## config.mk

```make
export PLATFORM = sky130hd
export DESIGN_NAME = i2c_slave_mem
export DESIGN_NICKNAME = d
export VERILOG_FILES = /design/src/rtl/i2c_slave_mem_pkg.sv /design/src/rtl/i2c_slave_mem_bus_sync.sv /design/src/rtl/i2c_slave_mem.sv
export SDC_FILE = /design/constraint.sdc
export NUM_CORES = 2
export LEC_CHECK = 0
export CAP_MARGIN = 20
export CORE_AREA = 2 2 503 505
export CTS_BUF_LIST = sky130_fd_sc_hd__clkbuf_4
export CTS_CLUSTER_DIAMETER = 150
export CTS_CLUSTER_SIZE = 12
export DETAILED_ROUTE_END_ITERATION = 12
export DIE_AREA = 0 0 505 507
export GPL_ROUTABILITY_DRIVEN = 0
export PLACE_DENSITY_LB_ADDON = 0.2
export SYNTH_ARGS = -nofsm -noshare
export SYNTH_HDL_FRONTEND = slang
export SYNTH_SLANG_ARGS = --single-unit
```

## constraint.sdc

```tcl
create_clock -name clk -period 10 [get_ports clk]
set_clock_uncertainty 0.1 [all_clocks]
set_input_delay 2 -clock clk [delete_from_list [all_inputs] [get_ports clk]]
set_output_delay 2 -clock clk [all_outputs]
set_load 0.005 [all_outputs]
```

## src/rtl/i2c_slave_mem_pkg.sv

```systemverilog
// Shared definitions for the I2C memory target: bus constants, FSM states,
// acknowledge sub-phases and the device-address match helper.
package i2c_slave_mem_pkg;

   localparam logic [6:0] DEV_ADDR_DEF    = 7'h50;
   localparam int         MEM_DEPTH_DEF   = 256;
   localparam int         SYNC_STAGES_DEF = 2;

   // Level seen on SDA during the 9th clock when the receiver declines the byte.
   localparam logic I2C_NACK = 1'b1;
   // Position of the R/W flag inside the address byte.
   localparam int   RW_BIT   = 0;

   typedef enum logic [3:0] {
      ST_IDLE,
      ST_DEV_ADDR,
      ST_DEV_ACK,
      ST_WORD_ADDR,
      ST_WORD_ACK,
      ST_WR_DATA,
      ST_WR_ACK,
      ST_READ_DATA,
      ST_READ_ACK
   } state_e;

   // Sub-phase inside the acknowledge states, advanced by SCL edges.
   typedef enum logic [1:0] {
      AP_PRE,   // waiting for the SCL fall that opens the 9th bit
      AP_MID,   // 9th bit in progress
      AP_POST   // read path: initiator ACKed, next byte loads on the coming fall
   } ack_phase_e;

   function automatic logic addr_match(input logic [7:0] addr_byte, input logic [6:0] dev);
      return addr_byte[7:1] == dev;
   endfunction

endpackage

```

## src/rtl/i2c_slave_mem_bus_sync.sv

```systemverilog
// Pad synchroniser for SCL/SDA plus edge, START and STOP detection pulses.
module i2c_slave_mem_bus_sync #(
   parameter int SYNC_STAGES = 2
) (
   input  logic clk,
   input  logic rst,
   input  logic scl_i,
   input  logic sda_i,
   output logic sda_o,
   output logic scl_rise_o,
   output logic scl_fall_o,
   output logic start_det_o,
   output logic stop_det_o
);

   logic [SYNC_STAGES-1:0] scl_sync_q, scl_sync_d;
   logic [SYNC_STAGES-1:0] sda_sync_q, sda_sync_d;
   logic                   scl_prev_q, sda_prev_q;
   logic                   scl_s, sda_s;

   genvar gi;
   generate
      for (gi = 0; gi < SYNC_STAGES; gi++) begin : g_stage
         if (gi == 0) begin : g_first
            assign scl_sync_d[gi] = scl_i;
            assign sda_sync_d[gi] = sda_i;
         end else begin : g_next
            assign scl_sync_d[gi] = scl_sync_q[gi-1];
            assign sda_sync_d[gi] = sda_sync_q[gi-1];
         end
      end
   endgenerate

   assign scl_s = scl_sync_q[SYNC_STAGES-1];
   assign sda_s = sda_sync_q[SYNC_STAGES-1];

   // Synchroniser chain and one-cycle history; resets to the idle-bus level (both high).
   always_ff @(posedge clk) begin
      if (rst) begin
         scl_sync_q <= '1;
         sda_sync_q <= '1;
         scl_prev_q <= 1'b1;
         sda_prev_q <= 1'b1;
      end else begin
         scl_sync_q <= scl_sync_d;
         sda_sync_q <= sda_sync_d;
         scl_prev_q <= scl_s;
         sda_prev_q <= sda_s;
      end
   end

   assign sda_o       = sda_s;
   assign scl_rise_o  =  scl_s & ~scl_prev_q;
   assign scl_fall_o  = ~scl_s &  scl_prev_q;
   // SDA may only move with SCL high for START/STOP, so require SCL high on both samples.
   assign start_det_o =  scl_s &  scl_prev_q &  sda_prev_q & ~sda_s;
   assign stop_det_o  =  scl_s &  scl_prev_q & ~sda_prev_q &  sda_s;

endmodule

```

## src/rtl/i2c_slave_mem.sv

```systemverilog
// I2C target with a 256x8 register memory behaving like a 24-series EEPROM:
// byte/page writes, current-address and random reads, sequential reads.
module i2c_slave_mem
   import i2c_slave_mem_pkg::*;
#(
   parameter logic [6:0] DEV_ADDR    = DEV_ADDR_DEF,
   parameter int         MEM_DEPTH   = MEM_DEPTH_DEF,
   parameter int         SYNC_STAGES = SYNC_STAGES_DEF
) (
   input  logic       clk,
   input  logic       rst,
   input  logic       scl_in,
   input  logic       sda_in,
   output logic       sda_oe,
   output logic       busy,
   output logic       wr_strobe,
   output logic [7:0] wr_addr,
   output logic [7:0] wr_data
);

   logic sda_s, scl_rise, scl_fall, start_det, stop_det;

   i2c_slave_mem_bus_sync #(.SYNC_STAGES(SYNC_STAGES)) u_sync (
      .clk        (clk),
      .rst        (rst),
      .scl_i      (scl_in),
      .sda_i      (sda_in),
      .sda_o      (sda_s),
      .scl_rise_o (scl_rise),
      .scl_fall_o (scl_fall),
      .start_det_o(start_det),
      .stop_det_o (stop_det)
   );

   state_e     state_q, state_d;
   ack_phase_e phase_q, phase_d;
   logic [2:0] bit_cnt_q, bit_cnt_d;
   logic [7:0] shift_q, shift_d;
   logic [7:0] ptr_q, ptr_d;
   logic       rw_q, rw_d;
   logic       busy_q, busy_d;
   logic       sda_oe_q, sda_oe_d;
   logic       wr_strobe_q, wr_strobe_d;
   logic [7:0] wr_addr_q, wr_addr_d;
   logic [7:0] wr_data_q, wr_data_d;
   logic [7:0] byte_in;
   logic [7:0] rd_q;
   logic [7:0] mem [MEM_DEPTH];

   assign byte_in = {shift_q[6:0], sda_s};

   // Next-state logic: START/STOP first, then per-state reaction to SCL edges.
   always_comb begin
      state_d     = state_q;
      phase_d     = phase_q;
      bit_cnt_d   = bit_cnt_q;
      shift_d     = shift_q;
      ptr_d       = ptr_q;
      rw_d        = rw_q;
      busy_d      = busy_q;
      sda_oe_d    = sda_oe_q;
      wr_strobe_d = 1'b0;
      wr_addr_d   = wr_addr_q;
      wr_data_d   = wr_data_q;

      if (stop_det) begin
         state_d   = ST_IDLE;
         phase_d   = AP_PRE;
         bit_cnt_d = 3'd0;
         busy_d    = 1'b0;
         sda_oe_d  = 1'b0;
      end else if (start_det) begin
         state_d   = ST_DEV_ADDR;
         phase_d   = AP_PRE;
         bit_cnt_d = 3'd0;
         sda_oe_d  = 1'b0;
      end else begin
         case (state_q)
            ST_DEV_ADDR, ST_WORD_ADDR, ST_WR_DATA: begin
               if (scl_rise) begin
                  shift_d   = byte_in;
                  bit_cnt_d = bit_cnt_q + 3'd1;
                  if (bit_cnt_q == 3'd7) begin
                     phase_d = AP_PRE;
                     if (state_q == ST_DEV_ADDR) begin
                        if (addr_match(byte_in, DEV_ADDR)) begin
                           state_d = ST_DEV_ACK;
                           busy_d  = 1'b1;
                           rw_d    = byte_in[RW_BIT];
                        end else begin
                           state_d = ST_IDLE;
                        end
                     end else if (state_q == ST_WORD_ADDR) begin
                        state_d = ST_WORD_ACK;
                        ptr_d   = byte_in;
                     end else begin
                        // Full data byte: commit now, before the ACK clock.
                        state_d     = ST_WR_ACK;
                        wr_strobe_d = 1'b1;
                        wr_addr_d   = ptr_q;
                        wr_data_d   = byte_in;
                        ptr_d       = ptr_q + 8'd1;
                     end
                  end
               end
            end
            ST_DEV_ACK, ST_WORD_ACK, ST_WR_ACK: begin
               if (scl_fall) begin
                  if (phase_q == AP_PRE) begin
                     sda_oe_d = 1'b1;
                     phase_d  = AP_MID;
                  end else begin
                     phase_d   = AP_PRE;
                     bit_cnt_d = 3'd0;
                     if (state_q == ST_DEV_ACK && rw_q) begin
                        state_d  = ST_READ_DATA;
                        shift_d  = rd_q;
                        sda_oe_d = ~rd_q[7];
                     end else begin
                        sda_oe_d = 1'b0;
                        state_d  = (state_q == ST_DEV_ACK) ? ST_WORD_ADDR : ST_WR_DATA;
                     end
                  end
               end
            end
            ST_READ_DATA: begin
               if (scl_rise) begin
                  bit_cnt_d = bit_cnt_q + 3'd1;
                  if (bit_cnt_q == 3'd7) begin
                     state_d = ST_READ_ACK;
                     phase_d = AP_PRE;
                  end
               end else if (scl_fall) begin
                  shift_d  = {shift_q[6:0], 1'b0};
                  sda_oe_d = ~shift_q[6];
               end
            end
            ST_READ_ACK: begin
               if (phase_q == AP_PRE && scl_fall) begin
                  sda_oe_d = 1'b0;
                  phase_d  = AP_MID;
               end else if (phase_q == AP_MID && scl_rise) begin
                  if (sda_s == I2C_NACK) begin
                     state_d = ST_IDLE;
                     phase_d = AP_PRE;
                  end else begin
                     ptr_d   = ptr_q + 8'd1;
                     phase_d = AP_POST;
                  end
               end else if (phase_q == AP_POST && scl_fall) begin
                  state_d   = ST_READ_DATA;
                  phase_d   = AP_PRE;
                  bit_cnt_d = 3'd0;
                  shift_d   = rd_q;
                  sda_oe_d  = ~rd_q[7];
               end
            end
            default: ;
         endcase
      end
   end

   // Control and output registers.
   always_ff @(posedge clk) begin
      if (rst) begin
         state_q     <= ST_IDLE;
         phase_q     <= AP_PRE;
         bit_cnt_q   <= 3'd0;
         shift_q     <= 8'd0;
         ptr_q       <= 8'd0;
         rw_q        <= 1'b0;
         busy_q      <= 1'b0;
         sda_oe_q    <= 1'b0;
         wr_strobe_q <= 1'b0;
         wr_addr_q   <= 8'd0;
         wr_data_q   <= 8'd0;
      end else begin
         state_q     <= state_d;
         phase_q     <= phase_d;
         bit_cnt_q   <= bit_cnt_d;
         shift_q     <= shift_d;
         ptr_q       <= ptr_d;
         rw_q        <= rw_d;
         busy_q      <= busy_d;
         sda_oe_q    <= sda_oe_d;
         wr_strobe_q <= wr_strobe_d;
         wr_addr_q   <= wr_addr_d;
         wr_data_q   <= wr_data_d;
      end
   end

   // Memory: written alongside the strobe register, read every cycle at the pointer
   // so the byte is ready long before the SCL fall that loads it. Contents survive reset.
   always_ff @(posedge clk) begin
      if (wr_strobe_d && !rst) begin
         mem[wr_addr_d] <= wr_data_d;
      end
      rd_q <= mem[ptr_q];
   end

   // Reset releases SDA immediately rather than waiting for the register to clear.
   assign sda_oe    = sda_oe_q & ~rst;
   assign busy      = busy_q;
   assign wr_strobe = wr_strobe_q;
   assign wr_addr   = wr_addr_q;
   assign wr_data   = wr_data_q;

endmodule

```

# Yosys cells after proc, flatten, opt, wreduce, memory -nomap -nowiden
# Memories as Yosys holds them, arrays and structs flattened. A register that Yosys moved wholly into a read port is not among the register bits.
# Cells that the tools add are included.
dict set report word_totals {
  reg_bits 50
  out_inout_bits 19
  mem_bits_rw 2048
  elab_cells 188
  mem_count 1
}
dict set report classes {
  addsub 2
  n_bitwise 17
  mux 83
  reduce_logical 26
  n_eq_ne 43
}
# memory depth word_bits read_ports rd_clocked_by_memory_dff write_ports line_no
set memory_table {}
lappend memory_table {mem 256 8 1 1 1 i2c_slave_mem.sv:48} ;# logic [7:0] mem [MEM_DEPTH];
# op count
set ops {}
lappend ops {{$mux W8} 21}
lappend ops {{$mux W7} 9}
lappend ops {{$mux W4} 11}
lappend ops {{$ne A2 B2 Y1 const B} 15}
lappend ops {{$ne A3 B3 Y1 const B} 10}
lappend ops {{$pmux W7 S4} 1}
lappend ops {{$mux W3} 8}
lappend ops {{$reduce_and A10 Y1} 2}
lappend ops {{$mux W1} 19}
lappend ops {{$mux W2} 9}
lappend ops {{$eq A4 B3 Y1 const B} 4}
lappend ops {{$pmux W4 S4} 1}
lappend ops {{$pmux W8 S2} 1}
lappend ops {{$reduce_and A7 Y1} 2}
lappend ops {{$reduce_and A12 Y1} 1}
lappend ops {{$reduce_and A6 Y1} 2}
lappend ops {{$not A1 Y1} 9}
lappend ops {{$pmux W3 S3} 1}
lappend ops {{$reduce_and A9 Y1} 1}
lappend ops {{$reduce_or A3 Y1} 3}
lappend ops {{$add A8 B1 Y8 const B} 1}
lappend ops {{$and A1 B1 Y1} 8}
lappend ops {{$eq A4 B2 Y1 const B} 2}
lappend ops {{$ne A4 B4 Y1 const B} 2}
lappend ops {{22 further kinds} 28}

# Logic depth before layout (Yosys ltp)
dict set report logic_depth {
  depth_word 11
  depth_mapped 11
  ltp_nobuf 8
}

# By module
# From an unflattened synthesis, not the netlist that was laid out.
dict set report hier_totals {
  hier_cells 3957
  hier_area_um2 82052.4
}
# mod area_per_inst_um2 n_inst cells_per_inst
set modules_own_cells {}
lappend modules_own_cells {i2c_slave_mem 81862.3 1 3941}
lappend modules_own_cells {i2c_slave_mem_bus_sync 190.2 1 16}

# Least setup slack after synthesis
# Ideal clock, no wire load.
dict set report synth_path {
  path_kind {register -> register}
  start {register state_q[3]}
  end {memory mem[0][5] (data pin)}
  setup_slack_ns 4.293
  n_path_buf 3
  synth_period_minus_slack_ns 5.707
  setup_time_ns 0.825
  t_arrival_ns 4.782
  path_stages_with_launch 8
  cell_sequence {dfxtp_1 clkbuf_1 and4bb_2 and4b_1 clkbuf_1 clkbuf_1 nand2_1 nand2_1}
}
dict set report synth_between {
  elab_chain_cells 8
  elab_cells_between_ends 11
}
# element line_no
set synth_rtl {}
lappend synth_rtl {{from (decl)} i2c_slave_mem.sv:35} ;# state_e state_q, state_d;
lappend synth_rtl {{from (signal assigned)} i2c_slave_mem.sv:178} ;# state_q <= state_d;
lappend synth_rtl {{$eq A4 B2 Y1} {i2c_slave_mem.sv:78, i2c_slave_mem.sv:93}}
lappend synth_rtl {{$mux W8} i2c_slave_mem.sv:93} ;# end else if (state_q == ST_WORD_ADDR) begin
lappend synth_rtl {{$mux W8} i2c_slave_mem.sv:85} ;# if (state_q == ST_DEV_ADDR) begin
lappend synth_rtl {{$mux W8} i2c_slave_mem.sv:83} ;# if (bit_cnt_q == 3'd7) begin
lappend synth_rtl {{$mux W8} i2c_slave_mem.sv:80} ;# if (scl_rise) begin
lappend synth_rtl {{$mux W8 *} i2c_slave_mem.sv:78} ;# case (state_q)
lappend synth_rtl {{$mux W8 *} i2c_slave_mem.sv:72} ;# end else if (start_det) begin
lappend synth_rtl {{$mux W8 *} i2c_slave_mem.sv:66} ;# if (stop_det) begin
lappend synth_rtl {{net wr_data_d[5]} i2c_slave_mem.sv:45} ;# logic [7:0] wr_data_q, wr_data_d;
lappend synth_rtl {{to (decl)} i2c_slave_mem.sv:48}
# Mark *: on every way through the listed nets, which the timed path passes. The rest lies on a longest branch.

# Worst setup path in the final report
dict set report layout_path {
  start {input port rst}
  end {output port sda_oe}
}
dict set report layout_between {
  elab_chain_cells 2
}
# element line_no
set layout_rtl {}
lappend layout_rtl {{from (decl)} i2c_slave_mem.sv:11} ;# input logic rst,
lappend layout_rtl {{$not A1 Y1} i2c_slave_mem.sv:202} ;# assign sda_oe = sda_oe_q & ~rst;
lappend layout_rtl {{$and A1 B1 Y1} i2c_slave_mem.sv:202}
lappend layout_rtl {{to (decl)} i2c_slave_mem.sv:14} ;# output logic sda_oe,
# Every way passes these cells.

==> run metrics <==
CTS Buffer Depth=3; Internal Power=10.8 mW; GRT Overall Usage=about 18%; static leakage=27.0 nW; Mapped Area=0.0823 mm²; post-route ant nets=0; Min-Delay Path Class=register to register; die area=0.256 mm²; total length of routed wires=between 200 and 250 mm; antenna violations before repair=7; status=complete, no violations; starting density of the core=32.8%; switching power=2.79 mW; pin count of the biggest net entering global routing=205; Reg clk slew, reported paths=0.13 ns; TritonCTS Buffers=between 150 and 200; Row Count=184; Main synth FF type=edfxtp_1; Root Buffer=clkbuf_4; sequential area share after synthesis=76.2%; crit-path max FO=60; clock share of power=approximately 30%; Fin. Hold Viols=0; vias per cell=5.39; Iteration-0 DRC Markers=4,197; H-tree depth=4; maximum vdd drop=0.107 mV; # DRC=0; worst-margin pin slew=1.25 ns; Routed WL per cell=31.0 µm; global-route wire length before repair=between 300 and 400 mm; nets=slightly above 4,000; Post-DP HPWL=141 mm; synthesis-stage register bit count=2,106; Crit path required time=7.90 ns; worst-skew pair later-pin latency=1.40 ns; synth top area cells=edfxtp_1, mux4_2, mux2i_1, dfxtp_1, nor2_1; number of global-route vias before repair=about 41,000; final setup TNS=0 ns; Reg power frac=70.1%; unrepaired setup endpoints after global routing=no; die height=507 µm; area of the multi-input gates=0.0183 mm²; Gate Count Post-Synth=just over 4,000; # fillers=23,356; Max Slew Vio Count=0; Area growth syn-to-layout=7.66%; Final Cycle Share=53.9%; Synth warnings=0; combinational power share=0.1%; post-synth top area share=approximately three quarters; Reg area=between 0.06 and 0.07 mm²; Setup crit end kind=primary output; area leader, netlist=edfxtp_1; area of the core=0.250 mm²; maximum operating frequency=~0.19 GHz; Worst Setup Path Type=primary input to primary output; Syn Nets=4,077; final global-route overflow total=0; Netlist cell types=78; maxcap violations=0; share of cells above drive strength 1=22.1%; Core Util, Final=35.4%; final-report setup violation count=0; Async S/R FF share, synth=0%; Startpoint Class=primary input; DRT Pass-1 Iters=5; post-cts resize count=0; Arrival @ worst endpoint=3.29 ns; CTS tree=built; Period minus WS final=~5.4 ns; Commonest cells post-synth=edfxtp_1, mux4_2, nor2_1; final instance area=around 0.089 mm²; # hold bufs at CTS=0; clk sink count=2,106; Tot Pwr=13.6 mW; top-count cell post-synth=edfxtp_1; Rel. slew slack=between 10% and 20%; Vias=40,830; # Post-CTS Setup Buffers=0; chip width=505 µm; Area after DPL=0.0864 mm²; PwrDens=153 mW/mm²; I/O pin total=23; IO buf count=22; switch share=20.6%; Avg Inst Size Synth=20.2 µm²; Post-synth EDFFs=approximately 2,000
-- routing by layer --
metal  vias to the layer above  global-route usage [%]  share of wire [%]
met4                         0                    4.38                2.2
met5                         -                       0                  0
met1                     22375                    25.8                 44
li1                      16947                       -                  -
met2                      1227                    29.4                 48
met3                       281                    2.51                5.4
-- cells in the final DEF, fill, tap and decap left out, types with 16 or more instances in the layout --
| cell | Yosys | layout |
|---|---|---|
| nor2_1 | 295 | 294 |
| o221ai_1 | 23 | 23 |
| clkbuf_4 | 0 | 264 |
| clkdlybuf4s50_1 | 0 | 21 |
| nor3_1 | 18 | 18 |
| o21ai_0 | 44 | 44 |
| buf_4 | 30 | 98 |
| a22oi_1 | 86 | 86 |
| nand2_1 | 149 | 141 |
| a31oi_1 | 16 | 16 |
| or2_2 | 25 | 25 |
| mux4_2 | 462 | 462 |
| edfxtp_1 | 2048 | 2048 |
| a22o_1 | 23 | 23 |
| nor2b_1 | 21 | 19 |
| a211oi_1 | 31 | 30 |
| or4_1 | 18 | 17 |
| a221oi_1 | 42 | 42 |
| dfxtp_1 | 58 | 51 |
| mux2_2 | 23 | 23 |
| nand3_1 | 30 | 30 |
| mux2i_1 | 144 | 144 |
| a21oi_1 | 83 | 83 |
| o22ai_1 | 18 | 18 |
-- worst paths after layout --
kind / from / end / slack [ns] / depth (start not counted)
worst max-delay path: rst / sda_oe / 4.61 / 4
worst min-delay path: u_sync.sda_sync_q[0] / u_sync.sda_sync_q[1] / 0.33 / 1
worst max register to register: state_q[0] / mem[26][5] / 4.91 / 6
worst min register to register: u_sync.sda_sync_q[0] / u_sync.sda_sync_q[1] / 0.33 / 1
-- worst max-delay path, cell delays in order --
cell and delay (ns):
buf_2 0.08, buf_4 0.52, nor2b_1 0.09, clkdlybuf4s50_1 0.48
-- power groups by stage --
stage | combinational (mW) | clock, mW | sequential, mW
floorplan | 0.00896 | 0 | 9.72
finish | 0.0119 | 4.05 | 9.52
CTS | 0.0118 | 4.19 | 9.52
global route | 0.0130 | 4.47 | 9.52
global placement | 0.0118 | 0 | 9.72
detailed placement | 0.0118 | 0 | 9.72
-- per-stage QoR --
step,worst slack [ns],hold slack (ns),std cells
final,4.61,0.334,7579
after global routing,4.53,0.353,7571
after CTS,4.64,0.339,7568
after detailed placement,4.64,0.302,7295
after global placement,4.34,0.308,7290
after floorplan,4.29,0.289,4070
-- logic make-up (layout without fill, tap and decap cells) --
| logic type | count (synthesis) | in the layout | share of synthesized area [%] |
|---|---|---|---|
| AOI/OAI and AO/OA | 449 | 449 | 3.88 |
| xor gates and xnor gates | 1 | 1 | 0.0106 |
| adders and majority gates | 3 | 3 | 0.0456 |
| buffers and inverters | 267 | 419 | 1.74 |
| DFF | 2106 | 2106 | 76.2 |
| muxes | 632 | 632 | 14.8 |
| other | 0 | 9 | 0 |
| and+or+nand+nor | 612 | 612 | 3.34 |
-- sequential cells by signal, indices dropped and copies added, names as in the netlist, 2 cells and up --
| name | cells |
|---|---|
| mem | 2048 |
| ptr_q | 8 |
| rd_q | 8 |
| wr_addr | 8 |
| wr_data | 8 |
| shift_q | 7 |
| state_q | 4 |
| bit_cnt_q | 3 |
| phase_q | 2 |
| u_sync.scl_sync_q | 2 |
| u_sync.sda_sync_q | 2 |
-- area by class of cell --
cell class | instances | share of cell area [%]
Sequential cell | 2106 | 70.8
Multi-Input combinational cell | 1697 | 20.7
Tap cell | 3348 | 4.73
Clock buffer | 264 | 2.24
Timing Repair Buffer | 134 | 1.35
Clock inverter | 9 | 0.148
Inverter | 12 | 0.0537
Antenna cell | 9 | 0.0254
Power figures use the tool's default switching activity.
